[config.mk]
export PLATFORM = sky130hd
export DESIGN_NAME = keypad_scanner_flat
export DESIGN_NICKNAME = d
export VERILOG_FILES = /design/src/rtl/keypad_scanner_if.sv /design/src/rtl/keypad_scanner.sv /design/src/flat_wrapper.sv
export SDC_FILE = /design/constraint.sdc
export NUM_CORES = 1
export LEC_CHECK = 0
export BUFFER_PORTS_ARGS = -buffer_cell sky130_fd_sc_hd__clkbuf_2
export CAP_MARGIN = 20
export CORE_ASPECT_RATIO = 0.6
export CORE_MARGIN = 10
export CORE_UTILIZATION = 58
export DETAILED_ROUTE_END_ITERATION = 16
export PLACE_DENSITY = 0.76
export SLEW_MARGIN = 10
export SYNTH_ARGS = -nofsm -noshare
export SYNTH_HDL_FRONTEND = slang
export SYNTH_SLANG_ARGS = --single-unit
[constraint.sdc]
create_clock -name clk -period 3 [get_ports clk]
set_clock_uncertainty 0.1 [all_clocks]
set_input_delay 0.45 -clock clk [delete_from_list [all_inputs] [get_ports clk]]
set_output_delay 0.45 -clock clk [all_outputs]
set_load 0.02 [all_outputs]
[src/rtl/keypad_scanner_if.sv]
// Keypad matrix lines and decoded key event bundle for keypad_scanner.
// master = scanner side, slave = keypad/consumer side.
interface keypad_scanner_if;
  logic [3:0] row_in;
  logic [3:0] col_out;
  logic       key_valid;
  logic [3:0] key_code;

  modport master (input row_in, output col_out, output key_valid, output key_code);
  modport slave  (output row_in, input col_out, input key_valid, input key_code);
endinterface

[src/rtl/keypad_scanner.sv]
// 4x4 keypad scanner with press/release debounce; one key_valid pulse per press.
// Optional auto-repeat for digit keys: define KEYPAD_REPEAT_EN.
module keypad_scanner #(
  parameter int unsigned SCAN_DIV        = 1000,
  parameter int unsigned DEBOUNCE_CYCLES = 200000,
  parameter int unsigned REPEAT_DELAY    = 50000000,
  parameter int unsigned REPEAT_PERIOD   = 10000000
) (
  input  logic             clk,
  input  logic             rst,
  keypad_scanner_if.master kp
);

  localparam int unsigned SW = $clog2(SCAN_DIV);
  localparam int unsigned DW = $clog2(DEBOUNCE_CYCLES);

  if (SCAN_DIV < 4 || DEBOUNCE_CYCLES < 2 || REPEAT_DELAY < 1 || REPEAT_PERIOD < 1) begin : g_param_check
    $error("keypad_scanner: parameter below minimum");
  end

  typedef enum logic [1:0] {SCAN, DEBOUNCE, PRESS, HELD} state_t;

  state_t          state, state_n;
  logic [3:0]      row_s1, row_s2;
  logic [1:0]      col_idx, col_idx_n;
  logic [SW-1:0]   scan_cnt, scan_cnt_n;
  logic [DW-1:0]   deb_cnt, deb_cnt_n;
  logic [3:0]      cap_row, cap_row_n;
  logic            key_valid_q, key_valid_n;
  logic [3:0]      key_code_q, key_code_n;
  logic            one_low;
  logic            rep_fire;

  function automatic logic [3:0] key_map(input logic [3:0] row, input logic [1:0] col);
    logic [1:0] r;
    logic [3:0] code;
    r = 2'd0;
    for (int unsigned i = 0; i < 4; i++) begin
      if (!row[i]) r = 2'(i);
    end
    case ({r, col})
      4'h0: code = 4'h1;  4'h1: code = 4'h2;  4'h2: code = 4'h3;  4'h3: code = 4'hA;
      4'h4: code = 4'h4;  4'h5: code = 4'h5;  4'h6: code = 4'h6;  4'h7: code = 4'hB;
      4'h8: code = 4'h7;  4'h9: code = 4'h8;  4'hA: code = 4'h9;  4'hB: code = 4'hC;
      4'hC: code = 4'hE;  4'hD: code = 4'h0;  4'hE: code = 4'hF;  default: code = 4'hD;
    endcase
    return code;
  endfunction

  assign one_low = ($countones(~row_s2) == 1);

  always_comb begin
    state_n     = state;
    col_idx_n   = col_idx;
    scan_cnt_n  = scan_cnt;
    deb_cnt_n   = deb_cnt;
    cap_row_n   = cap_row;
    key_valid_n = 1'b0;
    key_code_n  = key_code_q;
    case (state)
      SCAN: begin
        if (scan_cnt == SW'(SCAN_DIV - 1)) begin
          scan_cnt_n = '0;
          if (one_low) begin
            cap_row_n = row_s2;
            deb_cnt_n = '0;
            state_n   = DEBOUNCE;
          end else begin
            col_idx_n = col_idx + 2'd1;
          end
        end else begin
          scan_cnt_n = scan_cnt + SW'(1);
        end
      end
      DEBOUNCE: begin
        if (row_s2 != cap_row) begin
          state_n    = SCAN;
          col_idx_n  = col_idx + 2'd1;
          scan_cnt_n = '0;
          deb_cnt_n  = '0;
        end else if (deb_cnt == DW'(DEBOUNCE_CYCLES - 1)) begin
          // Registered pulse lands in the PRESS cycle itself.
          state_n     = PRESS;
          deb_cnt_n   = '0;
          key_valid_n = 1'b1;
          key_code_n  = key_map(cap_row, col_idx);
        end else begin
          deb_cnt_n = deb_cnt + DW'(1);
        end
      end
      PRESS: begin
        state_n   = HELD;
        deb_cnt_n = '0;
      end
      HELD: begin
        if (row_s2 == '1) begin
          if (deb_cnt == DW'(DEBOUNCE_CYCLES - 1)) begin
            state_n    = SCAN;
            col_idx_n  = col_idx + 2'd1;
            scan_cnt_n = '0;
            deb_cnt_n  = '0;
          end else begin
            deb_cnt_n = deb_cnt + DW'(1);
          end
        end else begin
          deb_cnt_n = '0;
          if (rep_fire) key_valid_n = 1'b1;
        end
      end
      default: state_n = SCAN;
    endcase
  end

  always_ff @(posedge clk) begin
    if (!rst) begin
      state       <= SCAN;
      row_s1      <= '1;
      row_s2      <= '1;
      col_idx     <= '0;
      scan_cnt    <= '0;
      deb_cnt     <= '0;
      cap_row     <= '1;
      key_valid_q <= 1'b0;
      key_code_q  <= '0;
    end else begin
      state       <= state_n;
      row_s1      <= kp.row_in;
      row_s2      <= row_s1;
      col_idx     <= col_idx_n;
      scan_cnt    <= scan_cnt_n;
      deb_cnt     <= deb_cnt_n;
      cap_row     <= cap_row_n;
      key_valid_q <= key_valid_n;
      key_code_q  <= key_code_n;
    end
  end

`ifdef KEYPAD_REPEAT_EN
  localparam int unsigned RMAX = (REPEAT_DELAY > REPEAT_PERIOD) ? REPEAT_DELAY : REPEAT_PERIOD;
  localparam int unsigned RW   = $clog2(RMAX + 1);

  logic [RW-1:0] hold_cnt, hold_cnt_n, rep_target;
  logic          rep_armed, rep_armed_n;
  logic          rep_stop, rep_stop_n;

  // One counter serves both phases: it clears on each pulse and the target
  // switches from the initial delay to the period after the first repeat.
  always_comb begin
    hold_cnt_n  = hold_cnt;
    rep_armed_n = rep_armed;
    rep_stop_n  = rep_stop;
    rep_fire    = 1'b0;
    rep_target  = rep_armed ? RW'(REPEAT_PERIOD) : RW'(REPEAT_DELAY);
    if (state == PRESS) begin
      hold_cnt_n  = RW'(1);
      rep_armed_n = 1'b0;
      rep_stop_n  = (key_code_q > 4'd9);
    end else if (state == HELD && !rep_stop) begin
      if (row_s2 == '1) begin
        rep_stop_n = 1'b1;
      end else if (hold_cnt + RW'(1) == rep_target) begin
        rep_fire    = 1'b1;
        hold_cnt_n  = '0;
        rep_armed_n = 1'b1;
      end else begin
        hold_cnt_n = hold_cnt + RW'(1);
      end
    end
  end

  always_ff @(posedge clk) begin
    if (!rst) begin
      hold_cnt  <= '0;
      rep_armed <= 1'b0;
      rep_stop  <= 1'b0;
    end else begin
      hold_cnt  <= hold_cnt_n;
      rep_armed <= rep_armed_n;
      rep_stop  <= rep_stop_n;
    end
  end
`else
  assign rep_fire = 1'b0;
`endif

  assign kp.col_out   = ~(4'b0001 << col_idx);
  assign kp.key_valid = key_valid_q;
  assign kp.key_code  = key_code_q;

endmodule
[src/flat_wrapper.sv]
// flat-port wrapper written by rule: the top's interface ports become plain ports
module keypad_scanner_flat 
#(
  parameter int unsigned SCAN_DIV        = 1000,
  parameter int unsigned DEBOUNCE_CYCLES = 200000,
  parameter int unsigned REPEAT_DELAY    = 50000000,
  parameter int unsigned REPEAT_PERIOD   = 10000000
)
  (clk, rst, kp_row_in, kp_col_out, kp_key_valid, kp_key_code);
  keypad_scanner_if kp_i ();
  input  logic clk;
  input  logic rst;
  input wire logic [$bits(kp_i.row_in)-1:0] kp_row_in;
  output wire logic [$bits(kp_i.col_out)-1:0] kp_col_out;
  output wire logic [$bits(kp_i.key_valid)-1:0] kp_key_valid;
  output wire logic [$bits(kp_i.key_code)-1:0] kp_key_code;
  assign kp_i.row_in = kp_row_in;
  assign kp_col_out = kp_i.col_out;
  assign kp_key_valid = kp_i.key_valid;
  assign kp_key_code = kp_i.key_code;
  keypad_scanner #(.SCAN_DIV(SCAN_DIV), .DEBOUNCE_CYCLES(DEBOUNCE_CYCLES), .REPEAT_DELAY(REPEAT_DELAY), .REPEAT_PERIOD(REPEAT_PERIOD)) u_core (.clk(clk), .rst(rst), .kp(kp_i));
endmodule
==> flow_summary.yaml <==
clock_network:
  insertion_delay_ns: 0.30
  cts.sinks: 49
  post_cts_buffers: 0
  cts_tree: "yes"
  path_clk_slew_ns: 0.09
  clock_path_buffers: 2
  hold_buffers: 0
  cts_resized: 0
  cts_root_buffer: "clkbuf_8"
  cts_htree_levels: 2
  numCtsBuffers: 5
job:
  cap_violations: 0
sta:
  maxSlewHeadroom_pct: 55.05
  worst_slack_ns: 0.2224
  finalSetupTns_ns: 0
  finalCritPeriodShare_pct: 92.59
  setup_viol: 0
  worst_slew_pin_slew_ns: 0.6691
  maxSlewViolCount: 0
  finalCriticalPeriod_ns: 2.778
  rsz0062_at_grt: "false"
  worst_hold_slack_ns: 0.2249
  hold_viol_final: 0
  max_freq_mhz: 360.0
setup_path:
  worst_setup_path_start_kind: "register"
  endpoint_kind: "register"
  crit_type: "reg2reg"
  crit_required_ns: 3.10
  crit_fanout: 9
  cp.arrival_ns: 2.88
cells_and_area:
  antenna_cells: 0
  finalCoreUtilization_pct: 67.59
  final_cells: 390
  nets: 349
  final_layout_size_suffix_gt1_share_pct: 10.61
  final_common_cell: "dfxtp_1"
  area_growth_pct: 10.23
  design_area_sq_um: 2831
  mostFrequentLayoutCells: "49 x dfxtp_1, 36 x nor2_1, 33 x nand2_1, 19 x inv_1, 15 x nand3_1"
die:
  die_area_sq_um: 7578
  rows: 18
  start_util_pct: 61.32
  die_w_microns: 105.9
  die_y_microns: 71.55
  fp.coreArea_sq_um: 4189
  ioPinCount: 15
placement:
  dpl_worst_slack_ns: 0.2097
  placed_cell_area_sq_um: 2711
  dp.cells: 382
  hpwlAfterDp_microns: 3962
  gp_congestion: 0.8622
  portBuffers: 14
synthesis:
  synth_ff_type: "dfxtp_1"
  async_flop_share_pct: 0
  ys_seq_area_share_pct: 38.19
  synth-edff-count: 0
  synth_seq_cells: 49
  yosys_warnings: 0
  synth.avg_cell_area_sq_um: 8.155
  syn_inst: 315
  syn_area_sq_um: 2569
  synth.net_count: 335
  synth.distinct_cells: 46
route:
  vias_per_cell: 5.636
  drc: 0
  firstDrtPassIters: 4
  detail-route-antenna-nets: 0
  drt-initial-drc-count: 241
  wl_per_cell_microns: 14.16
  vias: 2198
  drt-total-wl_microns: 5523
outcome:
  outcome: "complete, no violations"
power_and_ir_drop:
  p_leak_nw: 1.181
  p_total_mw: 1.206
  vdd_drop_max_mv: 0.2813
  powerDensity_nw_per_um2: 426.0
global_routing:
  grt_pass1_wl_microns: 9625
  antenna_found_initial: 0
  grt_overflow: 0
  grt_pass1_vias: 2090
  grt_start_max_net_pins: 19
  grt_usage_pct: 15.03
min_path:
  hp-class: "in2reg"
-- layer usage --
metal / global-route usage (%) / up-vias / routed length (microns)
met3: 4.821 / 2 / 348
met1: 21.42 / 1006 / 3020
met5: 0 / - / 0
met4: 2.990 / 0 / 19
li1: - / 1137 / -
met2: 21.58 / 53 / 2135
-- worst max-delay path, cell delays in order (launching register included) --
cell	delay, ns
dfxtp_1	0.41
inv_1	0.10
ha_1	0.29
ha_1	0.20
fa_1	0.43
nor2_1	0.11
nand2_1	0.09
o21a_1	0.30
and2_1	0.27
a31o_2	0.23
a22o_1	0.17
-- final cells by class --
class	count	area, sq um
Clock buffer	6	82.58
Clock inverter	2	37.54
Fill cell	363	1358
Inverter	19	71.32
Multi-Input combinational cell	233	1461
Sequential cell	49	980.9
Tap cell	60	75.07
Timing Repair Buffer	21	122.6
-- final timing paths --
path              depth (start not counted)  slack (ns)                 end             start
setup / recovery                         10        0.22  u_core.deb_cnt[10]  u_core.row_s2[3]
setup reg to reg                         10        0.22  u_core.deb_cnt[10]  u_core.row_s2[3]
hold / removal                            2        0.22    u_core.row_s1[1]      kp_row_in[1]
hold reg to reg                           1        0.33    u_core.row_s2[3]  u_core.row_s1[3]
-- cells in the mapped netlist (4+ instances only) --
cell,number,area (sq um)
a31oi_1,11,68.82
nand2_1,33,123.9
nand2b_1,10,62.56
inv_1,19,71.32
and3_1,4,25.02
nor3_1,4,20.02
clkbuf_1,12,45.04
ha_1,13,162.7
mux2i_1,9,90.09
dfxtp_1,49,980.9
a21oi_1,10,50.05
nand3_1,15,75.07
o21ai_0,14,70.07
xnor2_1,4,35.03
or3_1,7,43.79
nor2_1,36,135.1
xor2_1,4,35.03
nand4_1,8,50.05
a22oi_1,7,52.55
nor2b_1,5,31.28
a22o_1,4,35.03
-- report_power, final --
group	total, mW	internal (mW)	switching [mW]
Sequential	0.666	0.658	0.00725
Clock	0.492	0.271	0.221
Combinational	0.0481	0.0193	0.0288
-- registers in the layout (all words and copies together) (netlist names), named ones only --
| register | count |
|---|---|
| u_core.state | 1 |
| u_core.deb_cnt | 18 |
| u_core.kp.key_code | 4 |
| u_core.row_s2 | 4 |
| u_core.kp.key_valid | 1 |
| u_core.cap_row | 4 |
| u_core.col_idx | 2 |
| u_core.row_s1 | 4 |
| u_core.scan_cnt | 10 |
-- cell families (layout without fill, tap and decap cells) --
group / after synthesis / count (layout) / synth area share, %
and+or+nand+nor: 136 / 136 / 26.40
DFF: 49 / 49 / 38.19
AOI/OAI and AO/OA: 66 / 66 / 17.15
buffers and inverters: 33 / 48 / 4.920
adders and majority gates: 14 / 14 / 7.112
xor gates and xnor gates: 8 / 8 / 2.727
muxes: 9 / 9 / 3.507
(Power assumes the default switching activity.)
